**src/rtl/xaui_link_sequencer.sv**
```systemverilog
// rtl/xaui_link_sequencer.sv - XAUI 4-lane MGT bring-up, channel bonding and link supervision
module xaui_link_sequencer #(
    parameter int RESET_CYCLES  = 64,
    parameter int LOCK_TIMEOUT  = 50000,
    parameter int ALIGN_TIMEOUT = 50000,
    parameter int CHSYNC_CYCLES = 256,
    parameter int ERR_WINDOW    = 1024,
    parameter int ERR_THRESH    = 16
) (
    input  logic       mgt_clk,
    input  logic       reset_n,
    input  logic       enable,
    input  logic [3:0] mgt_rxlock,
    input  logic [3:0] mgt_syncok,
    input  logic [7:0] mgt_codevalid,
    input  logic [3:0] mgt_rxbufferr,
    output logic [3:0] mgt_tx_reset,
    output logic [3:0] mgt_rx_reset,
    output logic [3:0] mgt_enable_align,
    output logic       mgt_enchansync,
    output logic       link_up,
    output logic [2:0] state,
    output logic [7:0] retry_count
);

    typedef enum logic [2:0] {
        ST_IDLE      = 3'd0,
        ST_TX_RST    = 3'd1,
        ST_RX_RST    = 3'd2,
        ST_WAIT_LOCK = 3'd3,
        ST_ALIGN     = 3'd4,
        ST_CHSYNC    = 3'd5,
        ST_UP        = 3'd6
    } state_e;

    // Timer loads N-1 so that a state lasts exactly N cycles before its timeout edge.
    localparam logic [15:0] RESET_LOAD  = 16'(RESET_CYCLES - 1);
    localparam logic [15:0] LOCK_LOAD   = 16'(LOCK_TIMEOUT - 1);
    localparam logic [15:0] ALIGN_LOAD  = 16'(ALIGN_TIMEOUT - 1);
    localparam logic [15:0] CHSYNC_LOAD = 16'(CHSYNC_CYCLES - 1);
    localparam logic [15:0] WINDOW_LOAD = 16'(ERR_WINDOW - 1);
    localparam logic [16:0] ERR_LIMIT   = 17'(ERR_THRESH);

    logic [3:0]  rxlock_q, syncok_q, rxbufferr_q;
    logic [7:0]  codevalid_q;
    state_e      state_q, state_d;
    logic [15:0] timer_q, timer_d;
    logic [15:0] err_q, err_d;
    logic [7:0]  retry_q, retry_d;
    logic [3:0]  tx_reset_q, tx_reset_d;
    logic [3:0]  rx_reset_q, rx_reset_d;
    logic [3:0]  align_q, align_d;
    logic        chsync_q, chsync_d;
    logic        link_q, link_d;
    logic        lock_all, sync_all, errored, timer_done, do_retry;
    logic [16:0] err_next;

    assign lock_all   = &rxlock_q;
    assign sync_all   = &syncok_q;
    assign errored    = (~&codevalid_q) | (|rxbufferr_q);
    assign timer_done = (timer_q == 16'd0);
    assign err_next   = {1'b0, err_q} + {16'd0, errored};

    always_comb begin
        state_d    = state_q;
        retry_d    = retry_q;
        err_d      = '0;
        timer_d    = timer_q;
        do_retry   = 1'b0;

        // Success is tested before timeout so a coincident pair resolves to success.
        case (state_q)
            ST_IDLE:      if (enable) state_d = ST_TX_RST;
            ST_TX_RST:    if (timer_done) state_d = ST_RX_RST;
            ST_RX_RST:    if (timer_done) state_d = ST_WAIT_LOCK;
            ST_WAIT_LOCK: begin
                if (lock_all)        state_d  = ST_ALIGN;
                else if (timer_done) do_retry = 1'b1;
            end
            ST_ALIGN: begin
                if (sync_all)        state_d  = ST_CHSYNC;
                else if (timer_done) do_retry = 1'b1;
            end
            ST_CHSYNC: begin
                if (errored || !sync_all) do_retry = 1'b1;
                else if (timer_done)      state_d  = ST_UP;
            end
            ST_UP: begin
                if (err_next >= ERR_LIMIT || !lock_all || !sync_all) do_retry = 1'b1;
                else if (!timer_done)                                 err_d    = err_next[15:0];
            end
            default: state_d = ST_IDLE;
        endcase

        if (do_retry) begin
            state_d = ST_TX_RST;
            if (retry_q != 8'hFF) retry_d = retry_q + 8'd1;
        end

        if (!enable) begin
            state_d = ST_IDLE;
            retry_d = retry_q;
            err_d   = '0;
        end

        if (state_d != state_q) begin
            case (state_d)
                ST_TX_RST, ST_RX_RST: timer_d = RESET_LOAD;
                ST_WAIT_LOCK:         timer_d = LOCK_LOAD;
                ST_ALIGN:             timer_d = ALIGN_LOAD;
                ST_CHSYNC:            timer_d = CHSYNC_LOAD;
                ST_UP:                timer_d = WINDOW_LOAD;
                default:              timer_d = 16'd0;
            endcase
        end else if (timer_done) begin
            timer_d = (state_q == ST_UP) ? WINDOW_LOAD : 16'd0;
        end else begin
            timer_d = timer_q - 16'd1;
        end

        tx_reset_d = (state_d == ST_IDLE || state_d == ST_TX_RST) ? 4'hF : 4'h0;
        rx_reset_d = (state_d == ST_IDLE || state_d == ST_TX_RST || state_d == ST_RX_RST) ? 4'hF : 4'h0;
        align_d    = (state_d == ST_ALIGN || state_d == ST_CHSYNC || state_d == ST_UP) ? 4'hF : 4'h0;
        chsync_d   = (state_d == ST_CHSYNC || state_d == ST_UP);
        link_d     = (state_d == ST_UP);
    end

    always_ff @(posedge mgt_clk or negedge reset_n) begin
        if (!reset_n) begin
            rxlock_q    <= '0;
            syncok_q    <= '0;
            codevalid_q <= '0;
            rxbufferr_q <= '0;
            state_q     <= ST_IDLE;
            timer_q     <= '0;
            err_q       <= '0;
            retry_q     <= '0;
            tx_reset_q  <= 4'hF;
            rx_reset_q  <= 4'hF;
            align_q     <= 4'h0;
            chsync_q    <= 1'b0;
            link_q      <= 1'b0;
        end else begin
            rxlock_q    <= mgt_rxlock;
            syncok_q    <= mgt_syncok;
            codevalid_q <= mgt_codevalid;
            rxbufferr_q <= mgt_rxbufferr;
            state_q     <= state_d;
            timer_q     <= timer_d;
            err_q       <= err_d;
            retry_q     <= retry_d;
            tx_reset_q  <= tx_reset_d;
            rx_reset_q  <= rx_reset_d;
            align_q     <= align_d;
            chsync_q    <= chsync_d;
            link_q      <= link_d;
        end
    end

    assign mgt_tx_reset     = tx_reset_q;
    assign mgt_rx_reset     = rx_reset_q;
    assign mgt_enable_align = align_q;
    assign mgt_enchansync   = chsync_q;
    assign link_up          = link_q;
    assign state            = state_q;
    assign retry_count      = retry_q;

endmodule

```
**config.mk**
```make
export PLATFORM = sky130hd
export DESIGN_NAME = xaui_link_sequencer
export DESIGN_NICKNAME = d
export VERILOG_FILES = /design/src/rtl/xaui_link_sequencer.sv
export SDC_FILE = /design/constraint.sdc
export NUM_CORES = 1
export LEC_CHECK = 0
export CAP_MARGIN = 10
export CORE_MARGIN = 3
export CORE_UTILIZATION = 54
export CTS_BUF_LIST = sky130_fd_sc_hd__clkbuf_8
export CTS_CLUSTER_DIAMETER = 120
export CTS_CLUSTER_SIZE = 10
export DETAILED_ROUTE_END_ITERATION = 16
export PLACE_DENSITY = 0.8
export SYNTH_ARGS = -nofsm -noshare
export SYNTH_HDL_FRONTEND = slang
export SYNTH_SLANG_ARGS = --single-unit
```
**constraint.sdc**
```tcl
create_clock -name mgt_clk -period 9.4 [get_ports mgt_clk]
set_input_delay 1.41 -clock mgt_clk [delete_from_list [all_inputs] [get_ports mgt_clk]]
set_output_delay 1.41 -clock mgt_clk [all_outputs]
set_load 0.01 [all_outputs]
```
==> impl_metrics.tcl, run 1 <==
set metrics [dict create \
    cts_buffer_depth 2 \
    setup_viol 0 \
    via_count 2450 \
    final.min_clock_period_ns 4.88 \
    place_area_um2 3720 \
    areaGrowthSynthToFinish_pct 20.7 \
    synth_flop_cell "dfrtp_1" \
    grt_start_max_net_pins 69 \
    cp_num_cells 13 \
    cts.sinks 68 \
    routed_wl_mm 6.15 \
    run_status "complete, no violations" \
    fin_nets 384 \
    cts_resized 0 \
    holdWs_ns 0.501 \
    cpMaxStageDelayCell "nor4_1" \
    path_cells "or4_4 > or3_2 > ha_1 > ha_1 > nor3_1 > o2111ai_1 > a41o_1 > a31oi_1 > o21a_1 > nor2_1 > ha_1 > nor4_1 > o32ai_1" \
    dr.pass1.iters 4 \
    stdcell_area_um2 3910 \
    viasPerCell 5.70 \
    path_max_fanout 9 \
    hold_viol 0 \
    synth_seq_cells 68 \
    n_fill_cell 408 \
    synth_edf_count 0 \
    place_congestion 0.886 \
    portBuffers 47 \
    dieHeight_um 83.4 \
    rsz0062_at_grt "false" \
    overflow 0 \
    io_pins 48 \
    fin_worst_skew_ns 0.0124 \
    whs_path_depth 1 \
    r2r_cells 13 \
    synth_common_cells "dfrtp_1 (66), nand2_1 (18), nor2_1 (18), xnor2_1 (17)" \
    p_leak_nw 1.68 \
    routedWlPerCell_um 14.3 \
    fin_util_pct 69.2 \
    antenna_found_initial 0 \
    drt-initial-drc-count 110 \
    dpl.hpwl_mm 4.45 \
    cts_tree "built" \
    max_stage_delay_ns 0.66 \
    cts_inserted_buffers 9 \
    clkLatencyLatePin_ns 0.35 \
    netlist_area_um2 3240 \
    avgSynthCellArea_um2 10.7 \
    dp_cells 414 \
    syn_inst 301 \
    cap_viol_max_count 0 \
    yosys_warnings 0 \
    synth_top_area_cell "dfrtp_1" \
    post_cts_buffers 0 \
    track_usage_pct 19.3 \
    power_density_nw_per_um2 210 \
    drive_gt1_share_pct 9.50 \
    core_area_um2 5640 \
    critical_path_class "reg -> reg" \
    power_mw 0.820 \
    antenna_left 0 \
    postLayoutSetupSlackWorst_ns 4.52 \
    yosysMostFrequentCell "dfrtp_1" \
    start_util_pct 57.4 \
    dieArea_um2 6960 \
    drcViolationCount 0 \
    hp-class "reg -> reg" \
    ir_worst_vdd_mv 0.117 \
    startpoint_type "register" \
    setup_tns_ns 0 \
    slew_violations 0 \
    grt_pass1_vias 2409 \
    cp_data_arrival_time_ns 5.08 \
    synth_cell_types 58 \
    critPathRequiredTime_ns 9.61 \
    min_period_over_period_pct 51.9 \
    cpMostUsedCell "ha_1" \
    antenna_cells 0 \
    path_delay_family "simple AND/OR/NAND/NOR gates" \
    worst_slew_pin_slew_ns 0.820 \
    worst_slew_margin_rel_pct 45.3 \
    synthTopCellsByArea "dfrtp_1 (51%), xnor2_1 (4.6%), ha_1 (3.1%)" \
    die_w_um 83.4 \
    cts_hold_buf 0 \
    yosysSeqAreaShare_pct 52.7 \
    endpoint_kind "register" \
    fmax_mhz 205 \
    grt_pass1_wl_mm 10.7 \
    cts.reportedPaths.clkPinSlew_ns 0.08 \
    crit_buf_inv 0 \
    yosys.area.top_type_share_pct 51.0 \
    cts_max_level 3 \
    fin_cells 430 \
    row_count 27 \
    async_flop_share_pct 100 \
    dp_slack_ns 4.57 \
    root_buffer "clkbuf_8" \
]
==> cells in the final DEF, fill, tap and decap left out, types with 2 or more instances in the layout <==
master	n
o21ai_0	3
inv_1	12
dfrtp_1	66
or3_1	4
and3_1	7
nor3_1	15
dfstp_2	2
xnor2_1	17
o32ai_1	4
or2_2	4
nor4b_1	2
a41o_1	2
nand2_1	18
nor4_1	6
clkbuf_8	10
nand3_1	15
nand4_1	13
and2_1	8
a31oi_1	2
conb_1	12
mux2i_1	5
ha_1	8
inv_6	2
o21ai_1	2
clkinv_4	2
clkdlybuf4s50_1	46
o22ai_1	6
nor2_1	18
a21oi_1	11
xor2_1	4
==> cell families (layout without fill, tap and decap cells) <==
logic type      after synthesis  in the layout  share of synthesized area, %
fa+ha+maj                     8              8                          3.09
compound gates               45             45                          10.6
buf+inv                      30             76                          5.10
other cells                   1             12                         0.116
flops                        68             68                          52.7
mux                           6              6                          1.89
simple gates                122            122                          20.8
xor+xnor                     21             21                          5.68
==> power breakdown <==
| group | internal, mW | total [mW] | switching (mW) |
|---|---|---|---|
| clock network | 0.105 | 0.221 | 0.116 |
| logic | 0.107 | 0.228 | 0.122 |
| registers | 0.332 | 0.371 | 0.0391 |
| total | 0.543 | 0.820 | 0.277 |
==> metal layers <==
layer  wire length, um  share of wire, %  GRT usage, %  vias to the layer above
li1                  -                 -             -                     1170
met1              2730                44          23.7                     1181
met2              2900                47          31.3                       88
met3               432               7.0          6.94                       11
met4                90               1.5          7.13                        0
met5                 0                 0             0                        -
==> registers in the layout, summed over array words and instances, names as in the netlist <==
signal and flops:
codevalid_q 8, err_q 16, link_up 1, mgt_enable_align 1
mgt_enchansync 1, mgt_rx_reset 1, mgt_tx_reset 1, retry_count 8
rxbufferr_q 4, rxlock_q 4, state 3, syncok_q 4
timer_q 16
==> final timing paths <==
kind | start | endpoint | slack, ns
max | rxbufferr_q[1] | timer_q[3] | 4.52
min | retry_count[7] | retry_count[7] | 0.50
max reg2reg | rxbufferr_q[1] | timer_q[3] | 4.52
min reg2reg | retry_count[7] | retry_count[7] | 0.50
max in group asynchronous | reset_n | rxlock_q[1] | 7.64
min in group asynchronous | reset_n | timer_q[9] | 1.24
==> cell type report <==
cell class | count | area (um2) | area share [%]
sequential | 68 | 1700 | 43.6
multi-input combinational | 214 | 1410 | 36.0
timing repair buffer | 48 | 473 | 12.1
clock buffer | 10 | 138 | 3.52
tap | 72 | 90.1 | 2.31
clock inverter | 6 | 47.5 | 1.22
inverter | 12 | 45.0 | 1.15
Power figures use the tool's default switching activity.
==> run 2: changes to the inputs <==
--- a/config.mk
+++ b/config.mk
@@ -7,12 +7,12 @@
 export LEC_CHECK = 0
 export CAP_MARGIN = 10
 export CORE_MARGIN = 3
-export CORE_UTILIZATION = 54
+export CORE_UTILIZATION = 51
 export CTS_BUF_LIST = sky130_fd_sc_hd__clkbuf_8
 export CTS_CLUSTER_DIAMETER = 120
 export CTS_CLUSTER_SIZE = 10
 export DETAILED_ROUTE_END_ITERATION = 16
-export PLACE_DENSITY = 0.8
+export PLACE_DENSITY = 0.79
 export SYNTH_ARGS = -nofsm -noshare
 export SYNTH_HDL_FRONTEND = slang
 export SYNTH_SLANG_ARGS = --single-unit
==> constraint.sdc (replaced) <==
create_clock -name mgt_clk -period 4.27 [get_ports mgt_clk]
set_input_delay 0.6405 -clock mgt_clk [delete_from_list [all_inputs] [get_ports mgt_clk]]
set_output_delay 0.6405 -clock mgt_clk [all_outputs]
set_load 0.01 [all_outputs]
==> run 2 against run 1 <==
Net effect: final cell count up 2.3%; via count up 3.3%; setup slack worse by 4.4 ns; critical path type unchanged; critical endpoint is now timer_q[9].
==> impl_metrics.tcl, run 2 (synthesized netlist as in run 1, its figures left out) <==
set metrics [dict create \
    run_status "complete, no violations" \
    portBuffers 47 \
    p_leak_nw 1.73 \
    endpoint_kind "register" \
    routedWlPerCell_um 15.2 \
    setup_viol 0 \
    drive_gt1_share_pct 13.7 \
    routed_wl_mm 6.70 \
    grt_start_max_net_pins 39 \
    min_period_over_period_pct 96.5 \
    row_count 28 \
    dr.pass1.iters 4 \
    root_buffer "clkbuf_8" \
    slew_violations 0 \
    cts.sinks 68 \
    viasPerCell 5.75 \
    cts_buffer_depth 2 \
    r2r_cells 15 \
    cts.reportedPaths.clkPinSlew_ns 0.08 \
    core_area_um2 6030 \
    hold_viol 0 \
    antenna_found_initial 0 \
    layout_common_cells "dfrtp_1 (66), clkdlybuf4s50_1 (46), nand2_1 (18), nor2_1 (18), xnor2_1 (17)" \
    io_pins 48 \
    grt_pass1_vias 2355 \
    final.min_clock_period_ns 4.12 \
    antenna_left 0 \
    n_fill_cell 452 \
    dieArea_um2 7340 \
    busiest_layer "met2" \
    ir_worst_vdd_mv 0.303 \
    fin_nets 391 \
    critPathRequiredTime_ns 4.48 \
    dieHeight_um 85.7 \
    clkLatencyLatePin_ns 0.35 \
    cts_inserted_buffers 9 \
    use_met3_pct 4.90 \
    hp-class "in -> async" \
    worst_slew_margin_rel_pct 55.2 \
    overflow 0 \
    drcViolationCount 0 \
    die_w_um 85.7 \
    cap_viol_max_count 0 \
    areaGrowthSynthToFinish_pct 24.6 \
    top_regs "err_q: 16 flops, timer_q: 16 flops" \
    final_common_cell "dfrtp_1" \
    power_density_nw_per_um2 467 \
    track_usage_pct 19.6 \
    path_max_fanout 5 \
    critical_path_class "reg -> reg" \
    place_congestion 0.905 \
    dpl.hpwl_mm 4.77 \
    cts_max_level 3 \
    via_count 2532 \
    startpoint_type "register" \
    postLayoutSetupSlackWorst_ns 0.150 \
    cts_tree "built" \
    grt_util_met2_pct 29.1 \
    fin_util_pct 66.9 \
    grt_pass1_wl_mm 11.1 \
    start_util_pct 53.7 \
    drt-initial-drc-count 207 \
    worst_slew_pin_slew_ns 0.672 \
    use_met1_pct 26.4 \
    dp_slack_ns 0.0351 \
    post_cts_buffers 0 \
    cp_data_arrival_time_ns 4.33 \
    fmax_mhz 243 \
    fin_worst_skew_ns 0.0121 \
    antenna_cells 0 \
]
## run 2: changes by cell type in the layout (fill, tap and decap cells not counted), sizes merged
| cell | previous run | this run |
|---|---|---|
| inv | 14 | 15 |
| clkbuf | 10 | 9 |
| clkinvlp | 1 | 2 |
| bufinv | 0 | 1 |
| clkinv | 3 | 1 |
| buf | 2 | 9 |
## run 2: layer usage
layer | share of wire [%] | up-vias
li1 | - | 1187
met4 | 3.1 | 0
met5 | 0 | -
met3 | 7.3 | 25
met1 | 44 | 1220
met2 | 45 | 100
## run 2: final cells by class
type | count | area [um2] | area share, %
Sequential cell | 68 | 1700 | 42.3
Timing Repair Buffer | 55 | 526 | 13.0
Tap cell | 75 | 93.8 | 2.33
Multi-Input combinational cell | 214 | 1460 | 36.1
Clock inverter | 7 | 82.6 | 2.05
Clock buffer | 9 | 124 | 3.07
Inverter | 12 | 45.0 | 1.12
## run 2: power by group
part | internal [mW] | total (mW) | switching [mW]
Combinational | 0.245 | 0.516 | 0.271
Clock | 0.278 | 0.547 | 0.269
Sequential | 0.730 | 0.817 | 0.0872
## run 2: metrics by stage
step	hold WS, ns	power [mW]	instance area (um2)	TNS, ns	instances
final	0.320	1.88	4030	0	440
after global routing	0.375	2.00	4030	-0.140	440
after detailed placement	0.490	1.33	3780	0	424
after global placement	0.493	1.32	3780	0	424
after CTS	0.341	1.89	3990	0	440
after floorplan	0.345	1.19	3280	0	312
## run 2: worst paths after layout
path                                start               to  slack [ns]
max reg2reg                rxbufferr_q[1]       timer_q[9]        0.15
min                               reset_n       timer_q[4]        0.32
max in group asynchronous         reset_n  mgt_rx_reset[2]        2.99
min reg2reg                retry_count[4]   retry_count[4]        0.51
min in group mgt_clk       retry_count[4]   retry_count[4]        0.51
max                        rxbufferr_q[1]       timer_q[9]        0.15
## run 2: worst max-delay path, stage by stage, from the launching register on
cell,delay (ns)
dfrtp_1,0.37
or4_4,0.55
or3_2,0.49
ha_1,0.21
ha_1,0.21
and3_1,0.25
nand4_1,0.14
nor2_1,0.07
o32a_1,0.37
a31oi_2,0.20
a211o_1,0.19
inv_1,0.10
ha_2,0.23
or2_2,0.30
mux2i_1,0.21
o22ai_1,0.11
## run 2: timing repair
item                                    4_1_cts  5_1_grt
endpoints found under the setup margin        0        9
hold buffers                                  0        0
gates resized for setup                       0        9
==> run 3: changes to the inputs <==
--- a/config.mk
+++ b/config.mk
@@ -7,12 +7,13 @@
 export LEC_CHECK = 0
 export CAP_MARGIN = 10
 export CORE_MARGIN = 3
-export CORE_UTILIZATION = 51
+export CORE_UTILIZATION = 54
 export CTS_BUF_LIST = sky130_fd_sc_hd__clkbuf_8
 export CTS_CLUSTER_DIAMETER = 120
 export CTS_CLUSTER_SIZE = 10
 export DETAILED_ROUTE_END_ITERATION = 16
-export PLACE_DENSITY = 0.79
+export PLACE_DENSITY = 0.8
+export REMOVE_ABC_BUFFERS = 1
 export SYNTH_ARGS = -nofsm -noshare
 export SYNTH_HDL_FRONTEND = slang
 export SYNTH_SLANG_ARGS = --single-unit
==> constraint.sdc (replaced) <==
create_clock -name mgt_clk -period 3.9 [get_ports mgt_clk]
set_input_delay 0.585 -clock mgt_clk [delete_from_list [all_inputs] [get_ports mgt_clk]]
set_output_delay 0.585 -clock mgt_clk [all_outputs]
set_load 0.01 [all_outputs]
==> run 3 against run 2 <==
Net effect: critical path depth up 1; utilization up 10 points; total power up 25%; critical endpoint is now timer_q[3]; largest power group unchanged; highest routed layer unchanged.
==> impl_metrics.tcl, run 3 (synthesized netlist as in run 1, its figures left out) <==
set metrics [dict create \
    cts.sinks 68 \
    track_usage_pct 21.9 \
    dp_slack_ns -0.342 \
    core_area_um2 5640 \
    cts_buffer_depth 2 \
    endpoint_kind "register" \
    fmax_mhz 262 \
    final.min_clock_period_ns 3.81 \
    cts_max_level 3 \
    run_status "complete, no violations" \
    worst_slew_margin_rel_pct 57.3 \
    drt-initial-drc-count 344 \
    max_stage_delay_ns 0.53 \
    cpMostUsedCell "ha_4" \
    hp-class "in -> async" \
    fin_nets 407 \
    grt_pass1_wl_mm 12.2 \
    root_buffer "clkbuf_8" \
    path_cells "or4_4 > or3_4 > ha_4 > ha_4 > buf_4 > nand3_1 > nor2_2 > a21oi_1 > o211a_1 > a31oi_4 > o21a_4 > or2_4 > ha_4 > nor4_4 > buf_4 > o32ai_2" \
    ir_worst_vdd_mv 0.373 \
    p_leak_nw 1.86 \
    die_w_um 83.4 \
    cts_tree "built" \
    cts_hold_buf 0 \
    place_area_um2 3840 \
    drcViolationCount 0 \
    dieArea_um2 6960 \
    fin_worst_skew_ns 0.0130 \
    grt_pass1_vias 2569 \
    place_congestion 0.875 \
    fin_cells 453 \
    use_met1_pct 27.5 \
    power_density_nw_per_um2 540 \
    min_period_over_period_pct 97.7 \
    worst_slew_pin_slew_ns 0.641 \
    io_pins 48 \
    cts_inserted_buffers 9 \
    viasPerCell 5.83 \
    overflow 0 \
    path_delay_family "simple AND/OR/NAND/NOR gates" \
    final_common_cell "dfrtp_1" \
    start_util_pct 57.4 \
    dpl.hpwl_mm 4.77 \
    dp_cells 430 \
    hold_viol 0 \
    areaGrowthSynthToFinish_pct 34.8 \
    antenna_cells 0 \
    cp_data_arrival_time_ns 4.04 \
    dr.pass1.iters 5 \
    row_count 27 \
    cts.reportedPaths.clkPinSlew_ns 0.09 \
    startpoint_type "register" \
    critical_path_class "reg -> reg" \
    clkLatencyLatePin_ns 0.35 \
    postLayoutSetupSlackWorst_ns 0.0888 \
    grt_start_max_net_pins 53 \
    use_met3_pct 6.45 \
    portBuffers 47 \
    cpMaxStageDelayCell "or4_4" \
    dieHeight_um 83.4 \
    fin_util_pct 77.3 \
    critPathRequiredTime_ns 4.13 \
    stdcell_area_um2 4360 \
    path_max_fanout 5 \
    setup_viol 0 \
    slew_violations 0 \
    routedWlPerCell_um 17.8 \
    antenna_left 0 \
    routed_wl_mm 8.07 \
    crit_buf_inv 2 \
    top_regs "err_q: 16 flops, timer_q: 16 flops" \
    power_mw 2.35 \
    antenna_found_initial 0 \
    via_count 2642 \
    busiest_layer "met2" \
    drive_gt1_share_pct 20.7 \
    grt_util_met2_pct 35.0 \
    layout_common_cells "dfrtp_1 (66), clkdlybuf4s50_1 (46), buf_4 (22)" \
    cap_viol_max_count 0 \
]
-- run 3: changes by cell type in the layout (fill, tap and decap cells not counted), moves of 3 or more --
cell	before	now
buf_4	8	22
ha_1	5	2
o32ai_1	4	1
o32ai_2	0	3
ha_4	0	5
bufinv_16	1	4
-- run 3: per-stage QoR --
stage	hold slack, ns	setup TNS, ns
after floorplan	0.289	-2.56
after global placement	0.488	-1.17
after detailed placement	0.477	-2.92
after CTS	0.154	0
after global routing	0.153	-0.320
final	0.145	0
-- run 3: final cells by class --
class	instances	area, um2
Clock buffer	9	124
Clock inverter	7	146
Fill cell	327	1280
Inverter	12	45.0
Multi-Input combinational cell	214	1600
Sequential cell	68	1700
Tap cell	72	90.1
Timing Repair Buffer	71	653
-- run 3: worst reg2reg max path: cells and delay by family, from the launching register on --
family | cells | cell delay (ns)
AO/OA/AOI/OAI | 5 | 0.85
adder cells (fa/ha/maj) | 3 | 0.52
flip-flops | 1 | 0.37
buffers and inverters | 2 | 0.34
AND/OR/NAND/NOR | 6 | 1.61
-- run 3: routing by layer --
metal  vias up  part of all wire [%]  wire (um)
met4         0                   3.1        251
met3        23                   6.0        481
li1       1216                     -          -
met2       105                    50       4030
met1      1298                    41       3310
met5         -                     0          0
-- run 3: where the power goes --
part / internal, mW / switching (mW)
registers: 0.800 / 0.0949
clock network: 0.495 / 0.294
logic: 0.321 / 0.350
-- run 3: path summary, 6_finish.rpt --
kind	startpoint	to	slack [ns]	cells after the start
min in group mgt_clk	retry_count[7]	retry_count[7]	0.50	1
setup reg to reg	rxbufferr_q[2]	timer_q[3]	0.09	16
hold / removal	reset_n	mgt_enable_align[2]	0.15	1
hold reg to reg	retry_count[7]	retry_count[7]	0.50	1
setup / recovery	rxbufferr_q[2]	timer_q[3]	0.09	16
max in group asynchronous	reset_n	state[0]	2.76	2
-- run 3: what timing repair did --
item | 4_1_cts | 5_1_grt
buffers inserted | 3 | 4
pin swaps | 7 | 19
resized for setup | 17 | 22
endpoints found under the setup margin | 13 | 13
